===== config.mk =====
export PLATFORM = sky130hd
export DESIGN_NAME = m1_refresh_sequencer
export DESIGN_NICKNAME = d
export VERILOG_FILES = /design/src/rtl/m1_refresh_sequencer_pkg.sv /design/src/rtl/m1_refresh_sequencer_r_next_calc.sv /design/src/rtl/m1_refresh_sequencer.sv
export SDC_FILE = /design/constraint.sdc
export NUM_CORES = 1
export LEC_CHECK = 0
export ABC_AREA = 1
export CAP_MARGIN = 20
export CELL_PAD_IN_SITES_DETAIL_PLACEMENT = 1
export CELL_PAD_IN_SITES_GLOBAL_PLACEMENT = 2
export CORE_MARGIN = 1
export CORE_UTILIZATION = 21
export DETAILED_ROUTE_END_ITERATION = 6
export PLACE_DENSITY_LB_ADDON = 0.1
export SKIP_LAST_GASP = 1
export SYNTH_ARGS = -nofsm -noshare
export SYNTH_HDL_FRONTEND = slang
export SYNTH_SLANG_ARGS = --single-unit

===== constraint.sdc =====
create_clock -name clk -period 2 [get_ports clk]
set_input_delay 0.3 -clock clk [delete_from_list [all_inputs] [get_ports clk]]
set_output_delay 0.3 -clock clk [all_outputs]
set_load 0.02 [all_outputs]

===== src/rtl/m1_refresh_sequencer_pkg.sv =====
// -----------------------------------------------------------------------------
// m1_refresh_sequencer_pkg
//   Shared definitions for the Z80 M1 opcode-fetch sequencer:
//   - t-state encoding (3 bits), also driven out on the t_state debug port
//   - default R refresh mask (low 7 bits of R increment)
//   - helper to build the increment mask for a given number of refresh bits
// -----------------------------------------------------------------------------
package m1_refresh_sequencer_pkg;

    typedef logic [2:0] t_state_t;

    localparam t_state_t ST_IDLE = 3'd0;
    localparam t_state_t ST_T1   = 3'd1;
    localparam t_state_t ST_T2   = 3'd2;
    localparam t_state_t ST_TW   = 3'd3;
    localparam t_state_t ST_T3   = 3'd4;
    localparam t_state_t ST_T4   = 3'd5;

    // Ones in the low 'bits' positions of an 8-bit R value; saturates at 8.
    function automatic logic [7:0] rfsh_mask(input int bits);
        logic [7:0] m;
        m = '0;
        for (int i = 0; i < 8; i++) begin
            if (i < bits) m[i] = 1'b1;
        end
        return m;
    endfunction

    // Standard Z80: bit 7 of R is never touched by the refresh counter.
    localparam logic [7:0] R_RFSH_MASK = rfsh_mask(7);

endpackage


===== src/rtl/m1_refresh_sequencer_r_next_calc.sv =====
// -----------------------------------------------------------------------------
// m1_refresh_sequencer_r_next_calc
//   Combinational next-value for the R register.
//   An explicit LD R,A write takes priority; otherwise the low RFSH_BITS of R
//   increment (wrapping) and the upper bits are carried through unchanged.
// Ports:
//   reg_r      in   8  current R value
//   ld_r       in   1  explicit R write request
//   ld_r_data  in   8  data for explicit R write
//   r_in       out  8  value presented to the R register
// -----------------------------------------------------------------------------
module m1_refresh_sequencer_r_next_calc
    import m1_refresh_sequencer_pkg::*;
#(
    parameter int RFSH_BITS = 7
) (
    input  logic [7:0] reg_r,
    input  logic       ld_r,
    input  logic [7:0] ld_r_data,
    output logic [7:0] r_in
);

    localparam logic [7:0] INC_MASK = rfsh_mask(RFSH_BITS);

    logic [7:0] r_plus_one;
    logic [7:0] r_incremented;

    assign r_plus_one = reg_r + 8'd1;

    // Carry out of the masked field is discarded by masking the sum, which
    // gives the mod 2^RFSH_BITS wrap while keeping the upper bits of R.
    assign r_incremented = (r_plus_one & INC_MASK) | (reg_r & ~INC_MASK);

    assign r_in = ld_r ? ld_r_data : r_incremented;

endmodule


===== src/rtl/m1_refresh_sequencer.sv =====
// -----------------------------------------------------------------------------
// m1_refresh_sequencer
//   Sequences the Z80 M1 opcode-fetch cycle: T1, T2, optional TW wait states,
//   T3, T4. During T3/T4 it drives the refresh address {I,R} captured on entry
//   to T3, and during T3 it writes the incremented R back. Explicit LD R,A
//   writes pass straight through and win over the T3 increment.
// Ports:
//   clk           in   1   system clock
//   reset         in   1   asynchronous active-high reset
//   fetch_start   in   1   request an M1 cycle (sampled in IDLE and T4)
//   wait_n        in   1   active-low wait (sampled in T2/TW)
//   reg_i         in   8   current I register
//   reg_r         in   8   current R register
//   ld_r          in   1   explicit R write request
//   ld_r_data     in   8   explicit R write data
//   r_wr          out  1   R write strobe
//   r_in          out  8   R write data
//   m1_active     out  1   high in T1/T2/TW
//   rfsh_active   out  1   high in T3/T4
//   rfsh_addr     out  16  refresh address {I,R}
//   opcode_latch  out  1   pulse in T3
//   fetch_done    out  1   pulse in T4
//   t_state       out  3   current state encoding (debug)
// -----------------------------------------------------------------------------
module m1_refresh_sequencer
    import m1_refresh_sequencer_pkg::*;
#(
    parameter int RFSH_BITS   = 7,
    parameter bit WAIT_ENABLE = 1'b1
) (
    input  logic        clk,
    input  logic        reset,
    input  logic        fetch_start,
    input  logic        wait_n,
    input  logic [7:0]  reg_i,
    input  logic [7:0]  reg_r,
    input  logic        ld_r,
    input  logic [7:0]  ld_r_data,
    output logic        r_wr,
    output logic [7:0]  r_in,
    output logic        m1_active,
    output logic        rfsh_active,
    output logic [15:0] rfsh_addr,
    output logic        opcode_latch,
    output logic        fetch_done,
    output logic [2:0]  t_state
);

    t_state_t    state_q;
    t_state_t    state_d;
    logic [15:0] rfsh_addr_q;
    logic        enter_t3;
    logic        wait_req;

    assign wait_req = WAIT_ENABLE && !wait_n;

    // Next-state logic. fetch_start is only looked at in IDLE and T4, so a
    // request raised mid-cycle is simply dropped.
    always_comb begin
        state_d = state_q;
        case (state_q)
            ST_IDLE: if (fetch_start) state_d = ST_T1;
            ST_T1:   state_d = ST_T2;
            ST_T2:   state_d = wait_req ? ST_TW : ST_T3;
            ST_TW:   state_d = wait_req ? ST_TW : ST_T3;
            ST_T3:   state_d = ST_T4;
            ST_T4:   state_d = fetch_start ? ST_T1 : ST_IDLE;
            default: state_d = ST_IDLE;
        endcase
    end

    assign enter_t3 = ((state_q == ST_T2) || (state_q == ST_TW)) && (state_d == ST_T3);

    // rfsh_addr is taken before the T3 increment lands, so refresh always
    // uses the pre-increment R and is unaffected by a competing LD R,A.
    always_ff @(posedge clk or posedge reset) begin
        if (reset) begin
            state_q     <= ST_IDLE;
            rfsh_addr_q <= 16'h0000;
        end else begin
            state_q <= state_d;
            if (enter_t3) rfsh_addr_q <= {reg_i, reg_r};
        end
    end

    m1_refresh_sequencer_r_next_calc #(
        .RFSH_BITS (RFSH_BITS)
    ) u_r_next_calc (
        .reg_r     (reg_r),
        .ld_r      (ld_r),
        .ld_r_data (ld_r_data),
        .r_in      (r_in)
    );

    // Status outputs decode registered state only, so they carry no input
    // glitches. r_wr is the one output that also follows ld_r directly.
    assign r_wr         = ld_r || (state_q == ST_T3);
    assign m1_active    = (state_q == ST_T1) || (state_q == ST_T2) || (state_q == ST_TW);
    assign rfsh_active  = (state_q == ST_T3) || (state_q == ST_T4);
    assign opcode_latch = (state_q == ST_T3);
    assign fetch_done   = (state_q == ST_T4);
    assign rfsh_addr    = rfsh_addr_q;
    assign t_state      = state_q;

endmodule


==> metrics.sh, run 1 <==
STATUS='complete, no violations'
WORSTSETUPPATHTYPE='in2out'
DESIGN_POWER_TOTAL_mW=2.21
CTS.ROOT.BUFFER_CELL='sky130_fd_sc_hd__clkbuf_8'
WORST_R2R_ENDPOINT='rfsh_addr[1]$_DFFE_PP0P_'
MAXIMUM_NUMBER_OF_BUFFERS_FROM_CLOCK_ROOT_TO_SINK=2
CTS_HTREE_LEVELS=1
POST_CTS.RESIZED_INSTANCES=9
MET2_WIRELENGTH_UM=1380
CP-ENDPOINT='r_in[2]'
GRT_UTIL_ALL_LAYERS_PCT=11.1
DP.FINAL_HPWL_UM=2270
DETAILROUTE.VIA_COUNT=1095
CLOCK-SINKS=19
DRTITER0DRC=31
PLACEMENT_ROWS=25
NUMPORTBUFFERS=60
M1WIRELENGTH_UM=1150
PERIOD_NEEDED_NS=1.90
CTS_TREE='done'
GRT_PASS1_VIAS=1097
START_UTIL_PCT=22.0
DRT_PRE_ANTENNA_ITERS=3
REMAINING_DRC_ERRORS=0
SYNTHADDERAREAFRAC_PCT=1.19
NUM-FILL-CELLS=607
DIE_H_UM=72.8
WORST_SLEW_PIN_SLEW_NS=0.450
CP.ARRIVAL_NS=1.60
SYNTH_AREA_LEADERS='sky130_fd_sc_hd__dfrtp_1, sky130_fd_sc_hd__nand2_1, sky130_fd_sc_hd__o21ai_2'
WL_PER_CELL_UM=10.2
NETLIST_INSTANCES=132
TOP_SIGNAL_LAYER_USED='met4'
CHIPWIDTH_UM=72.8
POWER_DENSITY_mW_PER_MM2=1210
PEAKVDDDROP_uV=305
N_ANTENNA_CELL=0
GLOBALROUTE.TOTALOVERFLOW=0
HOLDBUFCOUNTCTS=0
CRIT_PATH_END_KIND='output pin'
CORE_AREA_MM2=0.00479
POST_SYNTH_INSTANCE_AREA_MM2=0.00105
YOSYS_WARNINGS=0
GRT_SETUP_UNREPAIRED='no'
DIE-AREA_MM2=0.00530
POST-ROUTE-PERIOD-UTIL_PCT=95.2
FINISH.NET_COUNT=235
GRT_START_MAX_NET_PINS=34
CTS_MADE_BUFFERS=3
SYNTHMUXAREASHARE_PCT=0
CRIT_REQUIRED_NS=1.70
WORSTREGTOREGCELLS=4
SYNTH.YOSYS.SEQ_AREA_SHARE_PCT=45.2
CLK_LATENCY_NS=0.25
MAXCLOCKFREQUENCY_MHz=525
SYNTH_COMPOUND_GATE_AREA_SHARE_PCT=16.6
CRITICAL_PATH.STARTPOINT_TYPE='primary input'
CRITICAL_PATH.STARTPOINT='reg_r[0]'
GRT_FIRST_PASS_WIRELENGTH_UM=4520
CAP_VIOL_MAX_COUNT=0
MAXSLEWHEADROOM_PCT=70.0
YOSYS.CELL_TYPES.COUNT=15
POWER.LEAKAGE_nW=0.934
POSTSYNTHAREAPERCELL_UM2=7.97
FINAL-SETUP-VIOL-COUNT=0
DR_WL_MET3_UM=182
SYN_NETS=162
SYNTH_XOR_AREA_SHARE_PCT=0
TOTALWIRELENGTH_UM=2760
ANTENNA_FOUND_INITIAL=0
AREA_GROWTH_PCT=73.4
MIN-DELAY-PATH-CLASS='in2async'
SYNTH_TOP_FAMILY_BY_AREA='simple AND/OR/NAND/NOR gates'
GP_ROUTABILITY_CONGESTION=0.724
LAYOUT.CORE_UTILIZATION_PCT=38.1
SYNTHDOMINANTCELLAREASHARE_PCT=45.2
DETAIL_ROUTE.VIAS_PER_CELL=4.04
POST_CTS_BUFFERS=0
FINALMAXSLEWVIOLATIONS=0
TIMING.REG2REG.SETUP_SLACK_NS=0.71
YOSYS_REGISTER_BITS=19
WORST_R2R_SRC='t_state[2]$_DFF_PP0_'
FIN_WORST_SKEW_NS=0.00333
DRIVE_ABOVE_1_SHARE_PCT=18.1
POST_SYNTH_AND_OR_NAND_NOR_AREA_FRACTION_PCT=25.1
NUM_IO_PINS=61
PATH_MAX_FANOUT=6
TIMING.FINAL.HOLD_VIOLATIONS=0
ANTENNA_LEFT=0
YOSYSTOPAREACELL='sky130_fd_sc_hd__dfrtp_1'
CTS.REPORTEDPATHS.CLKPINSLEW_NS=0.07
-- layout make-up --
type | instances | area, µm² | share of cell area, %
Multi-Input combinational cell | 86 | 454 | 24.9
Sequential cell | 19 | 475 | 26.1
Inverter | 23 | 86.3 | 4.73
Timing Repair Buffer | 72 | 679 | 37.2
Tap cell | 67 | 83.8 | 4.60
Clock buffer | 4 | 45.0 | 2.47
-- cells by family after synthesis --
group                    count (synthesis)
adder cells (fa/ha/maj)                  1
flip-flops                              19
buffers and inverters                   27
AO/OA/AOI/OAI                           23
AND/OR/NAND/NOR                         62
-- worst min-delay path by stage --
stage,startpoint,to,slack [ns],cells past startpoint
6_report,reset,rfsh_addr[12]$_DFFE_PP0P_,0.37,3
3_5_place_dp,rfsh_addr[12]$_DFFE_PP0P_,rfsh_addr[12]$_DFFE_PP0P_,0.47,2
2_1_floorplan,reset,rfsh_addr[0]$_DFFE_PP0P_,0.25,1
5_1_grt,reset,rfsh_addr[13]$_DFFE_PP0P_,0.40,3
4_1_cts,reset,rfsh_addr[12]$_DFFE_PP0P_,0.38,3
3_3_place_gp,rfsh_addr[14]$_DFFE_PP0P_,rfsh_addr[14]$_DFFE_PP0P_,0.46,2
-- cell usage in the layout (no fill, tap or decap) --
cell type                         instances
sky130_fd_sc_hd__clkbuf_8                 3
sky130_fd_sc_hd__dfrtp_1                 19
sky130_fd_sc_hd__nand3b_1                 1
sky130_fd_sc_hd__a21oi_1                  1
sky130_fd_sc_hd__nand2_1                 45
sky130_fd_sc_hd__o21ai_0                  6
sky130_fd_sc_hd__dlymetal6s2s_1           3
sky130_fd_sc_hd__buf_4                   12
sky130_fd_sc_hd__nand4_1                  1
sky130_fd_sc_hd__clkdlybuf4s50_1         49
sky130_fd_sc_hd__nor2_1                   5
sky130_fd_sc_hd__ha_2                     1
sky130_fd_sc_hd__inv_1                   22
sky130_fd_sc_hd__dlygate4sd2_1            3
sky130_fd_sc_hd__inv_2                    1
sky130_fd_sc_hd__clkbuf_1                 1
sky130_fd_sc_hd__clkdlybuf4s15_1          2
sky130_fd_sc_hd__nand3_4                  1
sky130_fd_sc_hd__clkbuf_2                 3
sky130_fd_sc_hd__nand3_1                  9
sky130_fd_sc_hd__o21ai_2                 16
-- critical path, cell delays in order --
cell                              delay (ns)
sky130_fd_sc_hd__clkdlybuf4s50_1        0.47
sky130_fd_sc_hd__ha_2                   0.25
sky130_fd_sc_hd__a21oi_1                0.14
sky130_fd_sc_hd__o21ai_0                0.09
sky130_fd_sc_hd__nand2_1                0.06
sky130_fd_sc_hd__clkdlybuf4s15_1        0.29
-- through the flow --
step	TNS (ns)	hold slack, ns	cell area, µm²	instances	worst slack, ns
6_report	0	0.368	1820	271	0.0958
3_5_place_dp	-1.42	0.471	1790	267	-0.282
5_1_grt	0	0.400	1820	271	0.000968
4_1_cts	0	0.380	1830	271	0.0242
3_3_place_gp	-1.22	0.463	1790	267	-0.239
2_1_floorplan	0	0.251	1050	132	0.750
-- flip-flops by register name, summed over array words and instances (netlist names) --
register,cells
t_state,3
rfsh_addr,16
-- synthesized netlist by cell type, drive strengths merged --
library cell	n
buf	4
nor2	5
nand3	10
a21oi	1
ha	1
nand4	1
dfrtp	19
nand3b	1
nand2	45
o21ai	22
inv	23
-- power by group --
group,internal [mW],switching (mW),total (mW)
Combinational,0.595,0.668,1.26
Sequential,0.565,0.119,0.683
Clock,0.141,0.122,0.263
-- per-layer routing --
metal | global-route usage (%) | vias to the layer above
met3 | 2.76 | 4
li1 | - | 550
met5 | 0 | -
met1 | 11.6 | 502
met4 | 5.23 | 0
met2 | 20.7 | 39
Power figures use the tool's default switching activity.
==> run 2: changes to the inputs <==
CORE_UTILIZATION = 34   (was 21)
DONT_BUFFER_PORTS = 1   (was unset)
==> run 2 against run 1 <==
Net effect: the flow now finishes with violations (design-rule violations, negative hold slack); global-route usage grew 2.8 points; total power shrank 26%; core utilization shrank 0.31 points; wire length shrank 22%; first-iteration DRC count shrank 48%; critical path type is now reg2out; fmax grew 17%; critical path depth shrank 3; highest routed layer unchanged; sequential cell count is the same; count of clock-buffer cells in the layout is the same; clock skew shrank 0.00087 ns; combinational power shrank 60%.
==> metrics.sh, run 2 (synthesis gave the netlist of run 1 again) <==
CTS.REPORTEDPATHS.CLKPINSLEW_NS=0.10
MAXSLEWHEADROOM_PCT=53.1
TIMING.REG2REG.SETUP_SLACK_NS=0.57
LAYOUT_COMMONEST_CELL='sky130_fd_sc_hd__nand2_1'
AREA_GROWTH_PCT=2.50
FIN_WORST_SKEW_NS=0.00246
CRITICAL_PATH.STARTPOINT_TYPE='register'
GRT_UTIL_ALL_LAYERS_PCT=13.9
VIOLATIONS_IN_THE_FINAL_REPORTS='design-rule violations, negative hold slack'
LARGEST_REGISTER_FF_COUNT=16
NUMPORTBUFFERS=0
PLACED_CELL_AREA_MM2=0.00105
CRIT_REQUIRED_NS=1.70
GRT_FIRST_PASS_WIRELENGTH_UM=3570
DIE_H_UM=57.6
ANTENNA_LEFT=0
POST_CTS.RESIZED_INSTANCES=0
GRT_START_MAX_NET_PINS=34
DRTITER0DRC=16
WORSTSETUPPATHTYPE='reg2out'
FINALMAXSLEWVIOLATIONS=0
CTS.ROOT.BUFFER_CELL='sky130_fd_sc_hd__clkbuf_4'
DP.FINAL_HPWL_UM=1700
MAXIMUM_NUMBER_OF_BUFFERS_FROM_CLOCK_ROOT_TO_SINK=2
POWER.LEAKAGE_nW=0.590
DIE-AREA_MM2=0.00332
DETAILROUTE.VIA_COUNT=814
GLOBALROUTE.TOTALOVERFLOW=0
FINAL.HOLD.WORST_SLACK_NS=-0.000299
REMAINING_DRC_ERRORS=4
TIMING.FINAL.HOLD_VIOLATIONS=3
WORSTREGTOREGCELLS=3
PLACEMENT_ROWS=19
FINAL-SETUP-VIOL-COUNT=0
HOLDBUFCOUNTCTS=0
WL_PER_CELL_UM=13.2
START_UTIL_PCT=36.9
SETUP_TOTAL_NEGATIVE_SLACK_NS=0
DRIVE_ABOVE_1_SHARE_PCT=15.9
CLK_LATENCY_NS=0.28
CHIPWIDTH_UM=57.6
CP.ARRIVAL_NS=1.33
NUM_IO_PINS=61
ANTENNA_FOUND_INITIAL=0
GRT_SETUP_UNREPAIRED='no'
CAP_VIOL_MAX_COUNT=0
POST-ROUTE-PERIOD-UTIL_PCT=81.4
FINISH.NET_COUNT=163
POST_CTS_BUFFERS=0
SUMMED_AREA_OF_NON_FILLER_CELLS_IN_THE_FINAL_LAYOUT_MM2=0.00108
STATUS='finished with violations'
MAXCLOCKFREQUENCY_MHz=614
WORST_SLEW_PIN_SLEW_NS=0.703
DETAIL_ROUTE.VIAS_PER_CELL=4.99
CTS_TREE='done'
MIN-DELAY-PATH-CLASS='in2async'
GP_ROUTABILITY_CONGESTION=0.720
GRT_PASS1_VIAS=843
PERIOD_NEEDED_NS=1.63
PEAKVDDDROP_uV=284
POWER_DENSITY_mW_PER_MM2=1510
TOTALWIRELENGTH_UM=2150
CTS_MADE_BUFFERS=3
WORST_R2R_ENDPOINT='rfsh_addr[9]$_DFFE_PP0P_'
CRIT_PATH_END_KIND='output pin'
N_ANTENNA_CELL=0
CORE_AREA_MM2=0.00285
PATH_MAX_FANOUT=7
WORST_R2R_SRC='t_state[1]$_DFF_PP0_'
CLOCK-SINKS=19
CTS_HTREE_LEVELS=1
LEADING_CELL_TYPES_IN_THE_LAYOUT_FILL_AND_TAPS_EXCLUDED='sky130_fd_sc_hd__nand2_1, sky130_fd_sc_hd__inv_1, sky130_fd_sc_hd__dfrtp_1'
DRT_PRE_ANTENNA_ITERS=6
-- run 2: area by class of cell --
type / count / area [µm²]
clock buffer: 4 / 26.3
fill: 356 / 1770
inverter: 23 / 86.3
multi-input combinational: 86 / 452
sequential: 19 / 475
tap: 31 / 38.8
-- run 2: metrics by stage --
step / util (%) / power (mW) / hold WS [ns] / std cells / setup slack (ns)
after CTS: 37.8 / 1.66 / 0.0225 / 163 / 0.353
final: 37.8 / 1.63 / -0.000299 / 163 / 0.373
after detailed placement: 36.9 / 1.47 / 0.352 / 159 / 0.566
after global routing: 37.8 / 1.77 / 0.0390 / 163 / 0.256
after floorplan: - / 1.40 / 0.251 / 132 / 0.750
after global placement: 36.9 / 1.44 / 0.340 / 159 / 0.626
-- run 2: how the worst max path moves through the flow --
stage / start / end / slack (ns) / cells after the start
floorplan: ld_r / r_in[7] / 0.75 / 2
global placement: t_state[1]$_DFF_PP0_ / rfsh_addr[2]$_DFFE_PP0P_ / 0.63 / 3
detailed placement: t_state[1]$_DFF_PP0_ / rfsh_addr[13]$_DFFE_PP0P_ / 0.57 / 3
CTS: t_state[1]$_DFF_PP0_ / fetch_done / 0.35 / 3
global route: t_state[1]$_DFF_PP0_ / fetch_done / 0.26 / 3
finish: t_state[1]$_DFF_PP0_ / fetch_done / 0.37 / 3
-- run 2: metal layers --
metal / track usage [%] / vias to the layer above / part of all wire [%]
met5: 0 / - / 0
met2: 26.1 / 33 / 53
met3: 2.01 / 2 / 5.3
met4: 6.97 / 0 / 1.1
met1: 15.1 / 370 / 40
li1: - / 409 / -
-- run 2: worst max-delay path, cell delays in order (launching register included) --
cell and delay (ns):
sky130_fd_sc_hd__dfrtp_1 0.54, sky130_fd_sc_hd__inv_1 0.11, sky130_fd_sc_hd__nand2_1 0.08, sky130_fd_sc_hd__nor2_1 0.32
-- run 2: report_power, final --
part	internal [mW]	total [mW]	switching [mW]
Sequential	0.562	0.935	0.373
Clock	0.0774	0.187	0.109
Combinational	0.169	0.510	0.341
==> patch, RTL diff (config.mk and constraints of run 1) <==
The parameter `WAIT_ENABLE` goes from 1'b1 to 1'b0.
--- a/src/rtl/m1_refresh_sequencer.sv
+++ b/src/rtl/m1_refresh_sequencer.sv
@@ -27,5 +27,5 @@
 #(
     parameter int RFSH_BITS   = 7,
-    parameter bit WAIT_ENABLE = 1'b1
+    parameter bit WAIT_ENABLE = 1'b0
 ) (
     input  logic        clk,
Formal check against the unedited RTL: not equivalent (a bounded check fails within 4 cycles, from zero or initial values and one cycle with reset high).
==> patch against run 1 <==
Sequential cell count is the same; routed wire length rose by 1.9%; die area fell by 8.0%; area after synthesis fell by 8.2%; maximum frequency shrank 1.3%; power grew 4.3%; cell area down 5.5%; clock skew is 1.7 ps lower; critical path type unchanged; count of clock-buffer cells in the layout shrank 1; worst setup slack worse by 25 ps.
==> patch: results (changes against run 1) <==
The first-pass GRT wire length came out at 4690 um (+3.8%). The synthesized netlist net count came out at 138 (-15%). The detailed placer's ending HPWL came out at 2230 um (-1.7%). The weighted congestion at the end of routability-driven global placement is 0.782 (+7.9%). The flow ran to the end, and the final reports show no timing, DRC or antenna violations. The pin count of the biggest net entering global routing is 24 (-29%). The complex-gate fraction of the synthesized area is 6.35% (-10 points).

The fraction of layout cells with a size suffix above 1 is 17.8% (-0.36 points). The DRC marker count from the first detailed-route iteration came out at 24 (-23%). By count the netlist is led by sky130_fd_sc_hd__nand2_1, sky130_fd_sc_hd__dfrtp_1, sky130_fd_sc_hd__inv_1, sky130_fd_sc_hd__o21ai_0, sky130_fd_sc_hd__nor2_1. The worst reg-to-reg path cell count came out at 3 (-1).

The via count of the first global-routing pass was 1013 (-7.7%). The number of detailed-routing iterations run before antenna repair is 4 (+1). The final net count came out at 211 (-10%). CTS placed an instance of sky130_fd_sc_hd__clkbuf_8 at the clock tree root. The count of different cell masters after synthesis is 19 (+4). The number of buffer cells added on primary ports came to 59 (-1.7%). The data arrival at the endpoint of the critical path is 1630 ps (+30 ps). The detailed-route via count came out at 982 (-10%). The total global routing track utilization came out at 12.0% (+0.87 points). The average wire per standard cell is 12.1 um (+19%).

The multiplexer share of the synthesized area came out at 14.4% (+14 points). The delay of the slowest cell on the worst path is 520 ps (+50 ps). The number of antenna violations at the first check in global routing came to 0 (unchanged). The min-delay analysis places its worst path in the category in -> async. After synthesis, the largest family of logic cells by area is simple AND/OR/NAND/NOR gates. The peak supply drop is 0.000284 V (-7.0%). The worst relative slew slack was 51.9% (-18 points).

The worst setup skew after layout is 1.66 ps (-1.67 ps). The cell leakage power was 0.859 nW (-8.0%). The fraction of the mapped netlist area in adder cells is 1.30% (+0.11 points).
[patch: layout make-up]
cell class | count | area (sq um) | area share (%)
clock buffer | 3 | 41.3 | 2.39
clock inverter | 1 | 5.00 | 0.290
inverter | 11 | 41.3 | 2.39
multi-input combinational | 74 | 427 | 24.7
sequential | 19 | 475 | 27.6
tap | 52 | 65.1 | 3.77
timing repair buffer | 72 | 669 | 38.8
[patch: cell families after synthesis]
kind of cell / after synthesis
AND/OR/NAND/NOR: 51
flip-flops: 19
buffers and inverters: 15
AO/OA/AOI/OAI: 12
multiplexers: 10
adder cells (fa/ha/maj): 1
[patch: final timing paths]
path	start	endpoint	slack, ps
setup / recovery	reg_r[1]	r_in[6]	70
min in group clk	rfsh_addr[6]	rfsh_addr[6]	490
max in group asynchronous	reset	rfsh_addr[9]	1090
hold / removal	reset	t_state[1]	460
setup reg to reg	t_state[2]	rfsh_addr[14]	560
hold reg to reg	rfsh_addr[6]	rfsh_addr[6]	490
[patch: report_power, final]
part           switching (mW)  internal, mW
registers               0.118         0.580
logic                   0.648         0.688
clock network           0.133         0.139
[patch: metrics by stage]
step | worst slack [ps] | utilization, % | TNS, ps | instance area, sq um | cells
floorplan | 278 | - | 0 | 966 | 108
global placement | -283 | 38.6 | -1210 | 1690 | 228
detailed placement | -285 | 38.6 | -1330 | 1690 | 228
CTS | 7.60 | 39.4 | 0 | 1730 | 232
global route | -61.9 | 39.3 | -61.9 | 1720 | 232
finish | 70.4 | 39.3 | 0 | 1720 | 232
[patch: timing repair]
item / CTS / global route
resized for setup: 12 / 10
setup endpoints to repair: 11 / 6
pin swaps: 0 / 0
[patch: metal layers]
layer  track usage (%)  vias up  wire (um)
met5                 0        -          0
met4              4.67        0         27
met3              1.89        2        142
met2              20.7       37       1440
met1              14.8      454       1210
li1                  -      489          -
